===== src/rtl/subtrator_serial.sv =====
// Bit-serial subtractor D = A - B, LSB first, one full-subtractor cell plus a borrow flop,
// wrapped in a START/BUSY/DONE handshake that also reports unsigned borrow and signed overflow.
module subtrator_serial #(
  parameter int WIDTH = 4,
  parameter int CW    = 5
) (
  input  logic             CLK,
  input  logic             RST,
  input  logic             START,
  input  logic [WIDTH-1:0] A,
  input  logic [WIDTH-1:0] B,
  output logic             BUSY,
  output logic             DONE,
  output logic [WIDTH-1:0] D,
  output logic             BORROW,
  output logic             OVERFLOW
);

  typedef enum logic [1:0] {IDLE, SHIFT, FIN} state_t;

  // Returns {borrow_out, diff_bit} for a single bit position.
  function automatic logic [1:0] full_sub(input logic a, input logic b, input logic bw);
    return {(~a & b) | (~(a ^ b) & bw), a ^ b ^ bw};
  endfunction

  state_t           state;
  logic [WIDTH-1:0] sa;
  logic [WIDTH-1:0] sb;
  logic [WIDTH-1:0] work;
  logic [CW-1:0]    cnt;
  logic             bw;
  logic             a_msb;
  logic             b_msb;

  logic [1:0]       fs;
  logic [WIDTH-1:0] work_nxt;

  always_comb begin
    fs       = full_sub(sa[0], sb[0], bw);
    work_nxt = {fs[0], work[WIDTH-1:1]};
  end

  always_ff @(posedge CLK) begin
    if (RST) begin
      state    <= IDLE;
      sa       <= '0;
      sb       <= '0;
      work     <= '0;
      cnt      <= '0;
      bw       <= 1'b0;
      a_msb    <= 1'b0;
      b_msb    <= 1'b0;
      BUSY     <= 1'b0;
      DONE     <= 1'b0;
      D        <= '0;
      BORROW   <= 1'b0;
      OVERFLOW <= 1'b0;
    end else begin
      case (state)
        IDLE: begin
          DONE <= 1'b0;
          if (START) begin
            state <= SHIFT;
            sa    <= A;
            sb    <= B;
            a_msb <= A[WIDTH-1];
            b_msb <= B[WIDTH-1];
            work  <= '0;
            cnt   <= '0;
            bw    <= 1'b0;
            BUSY  <= 1'b1;
          end
        end
        SHIFT: begin
          sa   <= {1'b0, sa[WIDTH-1:1]};
          sb   <= {1'b0, sb[WIDTH-1:1]};
          work <= work_nxt;
          bw   <= fs[1];
          cnt  <= cnt + CW'(1);
          // Last bit: the freshly computed diff bit is the result MSB.
          if (cnt == CW'(WIDTH - 1)) begin
            state    <= FIN;
            D        <= work_nxt;
            BORROW   <= fs[1];
            OVERFLOW <= (a_msb != b_msb) && (fs[0] != a_msb);
            DONE     <= 1'b1;
            BUSY     <= 1'b0;
          end
        end
        FIN: begin
          state <= IDLE;
          DONE  <= 1'b0;
        end
        default: begin
          state <= IDLE;
          BUSY  <= 1'b0;
          DONE  <= 1'b0;
        end
      endcase
    end
  end

endmodule


===== config.mk =====
export PLATFORM = sky130hd
export DESIGN_NAME = subtrator_serial
export DESIGN_NICKNAME = d
export VERILOG_FILES = /design/src/rtl/subtrator_serial.sv
export SDC_FILE = /design/constraint.sdc
export NUM_CORES = 1
export LEC_CHECK = 0
export CORE_ASPECT_RATIO = 0.7
export CORE_UTILIZATION = 32
export CTS_BUF_LIST = sky130_fd_sc_hd__clkbuf_8
export CTS_CLUSTER_DIAMETER = 30
export DETAILED_ROUTE_END_ITERATION = 12
export GPL_TIMING_DRIVEN = 1
export SLEW_MARGIN = 20
export SYNTH_ARGS = -nofsm -noshare
export SYNTH_HDL_FRONTEND = slang
export SYNTH_SLANG_ARGS = --single-unit
export TNS_END_PERCENT = 10

===== constraint.sdc =====
create_clock -name CLK -period 1.51 [get_ports CLK]
set_input_delay 0.3775 -clock CLK [delete_from_list [all_inputs] [get_ports CLK]]
set_output_delay 0.3775 -clock CLK [all_outputs]
set_load 0.05 [all_outputs]

==> results.json <==
{
  "reg2reg_from": "cnt[1]$_SDFFE_PP0P_",
  "dieArea_mm2": 0.00417,
  "slew_viol_final": 0,
  "finalSetupViolations": 0,
  "fin_crit_ns": 1.43,
  "synth_top_family_by_area": "simple AND/OR/NAND/NOR gates",
  "hold_viol": 0,
  "fin_area_mm2": 0.00174,
  "yosys.area_share.simple": 0.281,
  "synth_seq_area_share": 0.464,
  "peakVddDrop_v": 0.000730,
  "grt_antenna_before_repair": 0,
  "placedCellCount": 206,
  "detail_route.wl_per_cell_um": 12.7,
  "worst_hold_path_type": "flop to flop",
  "vias": 1048,
  "htree_levels": 2,
  "crit_family": "simple AND/OR/NAND/NOR gates",
  "status": "finished clean",
  "slowest_stage": "or4b_4",
  "r2r_end": "D[3]$_SDFFE_PP0P_",
  "path_depth": 4,
  "place_area_mm2": 0.00161,
  "rr_worst_depth": 4,
  "max-clock-path-buffers": 2,
  "clk_latency_ns": 0.27,
  "cts_tree": "built",
  "overflow": 0,
  "synthTopCellsByArea": "dfxtp_1 (46%), nor2_1 (8.1%), a21oi_1 (4.8%), o21ai_2 (2.8%), nor4_1 (2.5%)",
  "std_cell_rows": 18,
  "path_cells": "ha_4, or4b_4, o21ai_2, a21oi_1",
  "cp_max_fo": 7,
  "max_freq_ghz": 0.702,
  "worstMarginPinSlew_ns": 0.407,
  "cp.required_ns": 1.67,
  "grt_pass1_wl_um": 4600,
  "cp_slowest_stage_delay_ns": 0.56,
  "synthMuxAreaShare": 0.0260,
  "post-place-ws_ns": -0.195,
  "yosysWarnings": 0,
  "crit_end": "D[3]$_SDFFE_PP0P_",
  "fin_nets": 176,
  "rsz0062_at_grt": "no",
  "synth_top_area_share": 0.464,
  "die-height_um": 54.3,
  "path_class": "flop to flop",
  "slew_headroom": 0.727,
  "ys.flop_type": "dfxtp_1",
  "synth_compound_area_frac": 0.163,
  "synthAdderAreaFrac": 0.0260,
  "power_density_mw_per_mm2": 969,
  "start_util": 0.345,
  "synth_nets": 148,
  "gp_congestion": 0.760,
  "clk_pin_slew_ns": 0.06,
  "drive_gt1_frac": 0.313,
  "antenna_cells": 0,
  "p_leak_uw": 0.000651,
  "fin_hold_ws_ns": 0.459,
  "final.setup.worst_slack_ns": 0.0848,
  "coreArea_mm2": 0.00363,
  "syn_avg_cell_area_um2": 9.28,
  "synth-seq-cells": 29,
  "layout.cells.non_filler": 213,
  "yosysMostFrequentCell": "dfxtp_1",
  "crit_start": "cnt[1]$_SDFFE_PP0P_",
  "grt_pass1_vias": 997,
  "synth_edf_count": 0,
  "cp-end-kind": "flop",
  "power_uw": 1690,
  "synthXorXnorAreaFrac": 0,
  "grt_usage": 0.147,
  "yosys-top-cells-count": "dfxtp_1 (29), nor2_1 (27), a21oi_1 (12), nand2_1 (6), nor4_1 (5)",
  "cts_root_buffer": "clkbuf_8",
  "io_buffers": 18,
  "drt_iter0_markers": 59,
  "finClkSkew_ns": 0.00356,
  "yosys.area.top_type": "dfxtp_1",
  "wl_um": 2710,
  "synthDistinctLibCells": 39,
  "cap_violations": 0,
  "synthCells": 135,
  "area_growth_pct": 39.2,
  "die_w_um": 76.8,
  "cts_made_buffers": 5,
  "firstDrtPassIters": 4,
  "hpwl_um": 2020,
  "ant_nets": 0,
  "critical_path_buf_inv_count": 0,
  "startpoint_type": "flop",
  "synth_area_mm2": 0.00125,
  "async_flop_share": 0,
  "vias_per_cell": 4.92,
  "pin_count": 19,
  "drc": 0,
  "finalCritPeriodShare": 0.944,
  "grt_start_max_net_pins": 17,
  "postCtsSetupBuffers": 0,
  "worstPathArrival_ns": 1.58,
  "clkSinkCount": 29,
  "rrSetupSlack_ns": 0.08
}
==> routing by layer <==
layer,routed length [um],vias up,track usage
li1,-,532,-
met5,0,-,0
met3,153,0,0.0483
met4,0,0,0.0481
met1,1390,492,0.190
met2,1170,24,0.232
==> tightest hold or removal path: stages (launching register included) <==
cell and delay [ns]:
dfxtp_1 0.31, nand2_1 0.05, a21oi_1 0.05
==> worst min-delay path by stage <==
stage,startpoint,to,slack [ns],depth (start not counted)
finish,sa[3]$_SDFFE_PP0P_,sa[3]$_SDFFE_PP0P_,0.46,2
global route,sa[3]$_SDFFE_PP0P_,sa[3]$_SDFFE_PP0P_,0.49,2
CTS,sa[3]$_SDFFE_PP0P_,sa[3]$_SDFFE_PP0P_,0.46,2
detailed placement,sa[3]$_SDFFE_PP0P_,sa[3]$_SDFFE_PP0P_,0.45,2
global placement,sa[3]$_SDFFE_PP0P_,sa[3]$_SDFFE_PP0P_,0.45,2
floorplan,sa[3]$_SDFFE_PP0P_,sa[3]$_SDFFE_PP0P_,0.44,2
==> cell type report <==
class                   count  area [um^2]
fillers                   363         1880
multi-input cells          96          659
flip-flops and latches     29          584
repair buffers             29          343
clock buffers               6         82.6
well taps                  50         62.6
inverters                   2         7.51
clock inverters             1         3.75
==> flip-flops by register name (all words and copies together) (netlist names), 2 cells and up <==
register / cells
sa: 4
work: 3
D: 4
sb: 4
state: 2
cnt: 5
==> cell families (layout without fill, tap and decap cells) <==
group,count (synthesis),count (layout)
buf+inv,10,38
flops,29,29
simple gates,62,62
mux,3,3
fa+ha+maj,2,2
compound gates,29,29
==> through the flow <==
step	util	setup TNS (ns)
2_1_floorplan	-	0
5_1_grt	0.481	0
4_1_cts	0.469	0
3_5_place_dp	0.445	-3.00
6_report	0.481	0
3_3_place_gp	0.445	-2.61
==> cells in the final DEF, fill, tap and decap left out, types with 2 or more instances in the layout <==
cell / Yosys / layout
a21oi_1: 12 / 11
nor2_1: 27 / 27
dfxtp_2: 0 / 3
clkdlybuf4s50_1: 0 / 10
a21oi_2: 1 / 2
and2b_1: 2 / 2
nand4_1: 2 / 2
nor3b_1: 3 / 2
nor4_1: 5 / 5
mux2_2: 2 / 2
buf_12: 0 / 8
dfxtp_1: 29 / 26
buf_4: 1 / 11
nor3_1: 2 / 2
inv_1: 2 / 3
clkbuf_8: 0 / 6
o21ai_2: 4 / 4
nor3b_2: 1 / 2
a211oi_1: 3 / 2
a22oi_1: 4 / 4
nand3_1: 4 / 4
nand2_1: 6 / 6
==> power breakdown <==
group          total [uW]  internal, uW  switching (uW)
Sequential            828           799            28.2
Clock                 621           354             267
Combinational         240           120             120
Total                1690          1270             415
==> what timing repair did <==
item	in CTS	in global routing
setup endpoints to repair	0	9
hold buffers	0	0
hold endpoints to repair	0	0
gates resized for setup	0	12
Power figures use the tool's default switching activity.
==> edit 1, RTL diff (same settings) <==
Encoding of `state_t`: now one-hot (3 bits for 3 states).
--- a/src/rtl/subtrator_serial.sv
+++ b/src/rtl/subtrator_serial.sv
@@ -18,3 +18,3 @@
 
-  typedef enum logic [1:0] {IDLE, SHIFT, FIN} state_t;
+  typedef enum logic [2:0] {IDLE = 3'b001, SHIFT = 3'b010, FIN = 3'b100} state_t;
 
Function: no difference found for any inputs over 10 cycles, from zero or initial values and one cycle with RST high; not proved beyond that.
==> edit 1 against the original RTL <==
  * Utilization shrank 0.19 points
  * First-iteration DRC count is 34% higher
  * Cell area up 8.4%
  * Combinational power down 7%
  * Fmax shrank 4.0%
  * Worst setup slack lost 0.060 ns
  * Wire length up 10%
  * Sequential cell count up 1
  * Cell count is 11% higher
  * Power shrank 3.0%
  * Via count up 14%
  * Synthesized area is 5.7% higher
  * Highest routed layer is now met4
==> edit 1: results (changes against the original RTL) <==
The flow ran to the end, and the final reports show no timing, DRC or antenna violations. The maximum VDD drop is 0.000435 V (-40%). The proportion of cell area spent on the clock network came to 4.04% (-0.91 points). The async set-reset flop share out of synthesis is 0% (unchanged).

The number of instances in the synthesized netlist is 151 (+12%). The worst slew slack as a fraction of its limit came to 79.5% (+6.8 points). The sequential cell area is 603 um^2 (+3.2%). The area of placed instances came out at 1750 um^2 (+8.6%).

The all-layer global routing usage is 16.2% (+1.5 points). The routability-driven placement congestion ratio is 0.741 (-2.5%). The post-route cell area came out at 1890 um^2 (+8.4%). The startpoint of the tightest hold check path is work[1]. The share of layout cells above drive strength 1 is 25.0% (-6.3 points). The area share of buffers outside the clock network is 23.4% (+3.8 points). The count of multi-input gates is 106 (+10%). Ranked by total cell area, the synthesized netlist is headed by dfxtp_1 (45%), nand2_1 (7.4%), a311oi_1 (6.6%).

The count of plain and timing-repair buffers is 39 (+34%). The data arrival time at the worst-slack endpoint is 1.65 ns (+0.07 ns). The fraction of the mapped netlist area in adder cells came out at 2.46% (-0.14 points). The placed wire-length estimate is 1960 um (-2.5%).

The share of synthesized area spent on multiplexers came out at 0% (-2.6 points). The leakage power summed over all cells came to 0.685 nW (+5.3%). The ratio of routed vias to standard cells is 5.05 (+2.7%). The number of clock buffer instances in the layout is 5 (-1). The via count of the first global-routing pass is 1,109 (+11%). The clock tree skew after final layout came out at 0.00506 ns (+0.00149 ns). The critical path starts at cnt[0].

The net count after synthesis is 164 (+11%). The wire length of the first global-routing pass is 5300 um (+15%). The count of unique library cells instantiated by Yosys is 29 (-26%). The final core utilization came out at 47.9% (-0.19 points).

The final net count is 197 (+12%). The area fraction in compound gates after synthesis is 19.1% (+2.8 points). The number of sinks driven by the clock tree is 30 (+3.4%). The maximum number of pins on one net before global-route repair came to 31 (+14). The register with the most flip-flops in the final layout is cnt. The sequential fraction of the synthesis area came out at 45.4% (-0.99 points).

The violation count after the first detailed-routing iteration is 79 (+34%). The count of H-tree levels built during CTS is 2 (unchanged). The worst hold margin came out at 0.466 ns (+0.00763 ns).

The worst slack after detailed placement is -0.302 ns (-0.106 ns). The maximum net fanout on the critical path came to 8 (+1). The worst flop-to-flop path endpoint is OVERFLOW. The number of filler cells placed in the layout was 375 (+3.3%).

The minimum setup slack among reg-to-reg paths came to 0.03 ns (-0.06 ns). The endpoint of the worst hold-timing path is D[0]. The area occupied by multi-input gates is 694 um^2 (+5.3%).

The delay of the slowest cell on the worst path is 0.54 ns (-0.02 ns). The number of logic inverters in the finished layout came out at 2 (unchanged). The final routed wirelength across all metal layers is 2990 um (+10%). Sorting the synthesized cells by how often they occur yields dfxtp_1 (30), nand2_1 (26), a21oi_1 (16), nand3_1 (12). The detailed-route via count was 1,192 (+14%).

The placed instance count came to 226 (+9.7%).
-- edit 1: cell count changes after synthesis, sizes merged, moves of 3 or more --
cell / delta
nor2: -18
buf: +3
a21oi: +3
nor4: -4
a311oi: +10
nand2: +20
a22oi: -4
nand3: +8
-- edit 1: worst max path at each step --
stage / slack [ns] / to / cells past startpoint
after floorplan: 0.009 / OVERFLOW / 5
after global placement: -0.22 / sa[0] / 5
after detailed placement: -0.30 / sa[1] / 5
after CTS: -0.01 / OVERFLOW / 4
after global routing: -0.05 / OVERFLOW / 5
final: 0.03 / OVERFLOW / 4
-- edit 1: kinds of logic (layout without fill, tap and decap cells) --
group                      Yosys count  after routing
DFF                                 30             30
and+or+nand+nor                     66             66
adders and majority gates            2              2
buffers and inverters               15             48
AOI/OAI and AO/OA                   38             38
-- edit 1: routing by layer --
layer  global-route usage (%)  part of all wire [%]  vias up
met4                     6.23                   1.4        0
met2                     24.6                    46       19
met1                     20.3                    49      564
li1                         -                     -      605
met5                        0                     0        -
met3                     6.89                   3.5        4
-- edit 1: power by group --
part           total (mW)  switching [mW]  internal [mW]
clock network       0.576           0.274          0.303
logic               0.223           0.109          0.114
registers           0.838          0.0184          0.820
total                1.64           0.401           1.24
-- edit 1: worst max-delay path, delay by kind of cell (launching register included) --
| kind | cells | cell delay (ns) |
|---|---|---|
| adder cells (fa/ha/maj) | 1 | 0.15 |
| flip-flops | 1 | 0.35 |
| AND/OR/NAND/NOR | 3 | 0.88 |
-- edit 1: timing repair --
| action | CTS | global route |
|---|---|---|
| resized for setup | 3 | 5 |
| endpoints found under the setup margin | 3 | 9 |
| buffers inserted | 1 | 1 |
| cloned | 1 | 0 |
| hold endpoints to repair | 0 | 0 |
| pin swaps | 1 | 2 |
| hold buffers | 0 | 0 |
==> edit 2, RTL diff (config.mk and constraints unchanged) <==
Made on the original files. Change the parameter `CW` from 5 to 6.
--- a/src/rtl/subtrator_serial.sv
+++ b/src/rtl/subtrator_serial.sv
@@ -4,3 +4,3 @@
   parameter int WIDTH = 4,
-  parameter int CW    = 5
+  parameter int CW    = 6
 ) (
Check against the original RTL: no difference found for any inputs over 10 cycles, from zero or initial values and one cycle with RST high; that may be too few to reach the edited logic, so the function may still have changed.
==> edit 2 against the original RTL <==
  * The run now ends with negative setup slack left
  * Wire length is 13% higher
  * Sequential cell count grew 1
  * Via count increased by 11%
  * Cell area up 1.2%
  * Power increased by 1.7%
  * Synthesized area rose by 1.3%
  * Sequential share of layout area increased by 0.73 points
  * Hold slack lost 0.0062 ns
  * Fmax fell by 5.8%
  * Clock skew decreased by 0.00070 ns
  * Worst setup slack worse by 0.087 ns
  * Non-clock buffer count grew 2
  * Critical path type unchanged
==> edit 2: results (changes against the original RTL) <==
The via count of the first global-routing pass is 1,138 (+14%). The leakage power summed over all cells came out at 0.643 nW (-1.2%). The violation count after the first detailed-routing iteration is 123 (+110%). The area of placed instances came out at 1620 um^2 (+0.47%). Ranked by instance count, the synthesized netlist is headed by dfxtp_1 (30), a21oi_1 (21), nand2_1 (13), nand3_1 (12), nor3_1 (7). The share of layout cells above drive strength 1 is 26.2% (-5.1 points).

The final routed wirelength across all metal layers came out at 3060 um (+13%). The global routing met3 resource utilization came to 4.67% (-0.17 points). The met2 track demand over resource was 26.3% (+3.0 points). The maximum number of pins on one net before global-route repair came out at 19 (+2). The proportion of power drawn by combinational gates came out at 14.2% (about the same). The synthesized area per cell is 9.00 um^2 (-3.0%). The total of endpoints with negative setup slack in the final report was 1 (+1). The count of buffers inserted at the top-level ports came out at 18 (unchanged).

The all-layer global routing usage came out at 16.7% (+2.0 points). The number of CTS-inserted buffers is 5 (unchanged). CTS placed an instance of clkbuf_8 at the clock tree root. The slowest stage of the critical path is the fa_1 cell.

The data arrival time at the worst-slack endpoint was 1.70 ns (+0.12 ns). The global-route met1 utilization came to 21.4% (+2.4 points). The total iterations of the first detailed-routing run came out at 4 (unchanged). The detailed-route via count came out at 1,161 (+11%). The number of flip-flops in the largest register is 6 (+1). The least setup slack across all paths after layout is -0.00213 ns (-0.0870 ns). The clock tree buffer depth came out at 2 (unchanged).

The maximum VDD drop came to 0.000479 V (-34%). The class of the tightest hold or removal check is flip-flop to flip-flop. The wire length of the first global-routing pass is 5180 um (+13%).

The worst slack after detailed placement is -0.300 ns (-0.105 ns). The maximum net fanout on the critical path came out at 3 (-4). For hold timing, the worst endpoint is sa[3]. The final net count is 182 (+3.4%).

The net count after synthesis is 154 (+4.1%). The detailed-route wire length per cell came out at 14.0 um (+10%). By area the synthesized netlist is led by dfxtp_1 (47%), a21oi_1 (8.3%), nand3_1 (4.7%).

The switching power was 0.416 mW (+0.22%). The clock tree skew after final layout is 0.00286 ns (-0.000704 ns). The most flop-heavy register is cnt. The launching instance or port of the critical path is bw. The count of H-tree levels built during CTS is 2 (unchanged). The met2 layer wire length in the routed design is 1390 um (+19%).

The count of unique library cells instantiated by Yosys came out at 38 (-2.6%). The part of the power in the clock network was 35.9% (-0.9 points). The checks that failed: negative setup slack.

The critical path ends at OVERFLOW. The routability-driven placement congestion ratio came to 0.772 (+1.6%). The length in cells of the worst reg-to-reg path is 5 (+1).

The total routed wire length on the met1 layer is 1490 um (+6.9%). The placed instance count came out at 211 (+2.4%). The sequential fraction of the synthesis area was 47.3% (+0.98 points).

The slew of the pin with the lowest slew margin is 0.361 ns (-0.0464 ns). The delay of the slowest cell on the worst path came out at about 0.57 ns. After detailed routing, no signal wire sits above met4. The met3 wire length came to 135 um (-12%).

The number of filler cells placed in the layout was 351 (-3.3%). The run finished, with violations left. The worst hold path cell count came to 2 (unchanged). The clock latency of the later-clocked register in the worst-skew pair was 0.27 ns (about the same). The placed wire-length estimate is 2150 um (+6.8%).
-- edit 2: cell types whose count changed after synthesis, sizes merged, moves of 4 or more --
| cell | unedited run | this run |
|---|---|---|
| nor2 | 28 | 6 |
| a22oi | 4 | 0 |
| nor3 | 3 | 7 |
| a21oi | 13 | 22 |
| nand2 | 6 | 13 |
| o221ai | 0 | 6 |
| nor4 | 5 | 1 |
| nand3 | 4 | 12 |
-- edit 2: repair_timing --
action                                  CTS  global route
endpoints found under the setup margin    5             9
pin swaps                                 1             3
hold buffers                              0             0
buffers inserted                          0             1
gates resized for setup                   1            16
-- edit 2: worst max-delay path, delay by kind of cell, from the launching register on --
family                     cells  cell delay [ns]
and+or+nand+nor                1             0.16
buffers and inverters          1             0.04
AOI/OAI and AO/OA              2             0.32
DFF                            1             0.34
adders and majority gates      1             0.57
-- edit 2: cell families after synthesis --
kind of cell             share of synthesized area (%)
buffers and inverters                             5.62
AND/OR/NAND/NOR                                   21.7
multiplexers                                     0.789
adder cells (fa/ha/maj)                           2.56
AO/OA/AOI/OAI                                     22.0
flip-flops                                        47.3
-- edit 2: area by class of cell --
class                           instances  area share, %
Timing Repair Buffer                   31           20.9
Inverter                                3          0.638
Tap cell                               50           3.55
Sequential cell                        30           34.3
Multi-Input combinational cell         98           36.0
Clock buffer                            6           4.68
-- edit 2: stage by stage --
stage / hold WS, ns / setup TNS, ns / util [%] / total power, mW
after floorplan: 0.436 / 0 / - / 0.994
after global placement: 0.454 / -2.89 / 44.4 / 1.08
after detailed placement: 0.447 / -3.32 / 44.4 / 1.09
after CTS: 0.455 / 0 / 46.8 / 1.71
after global routing: 0.488 / -0.0817 / 48.4 / 1.80
final: 0.453 / -0.00213 / 48.4 / 1.72
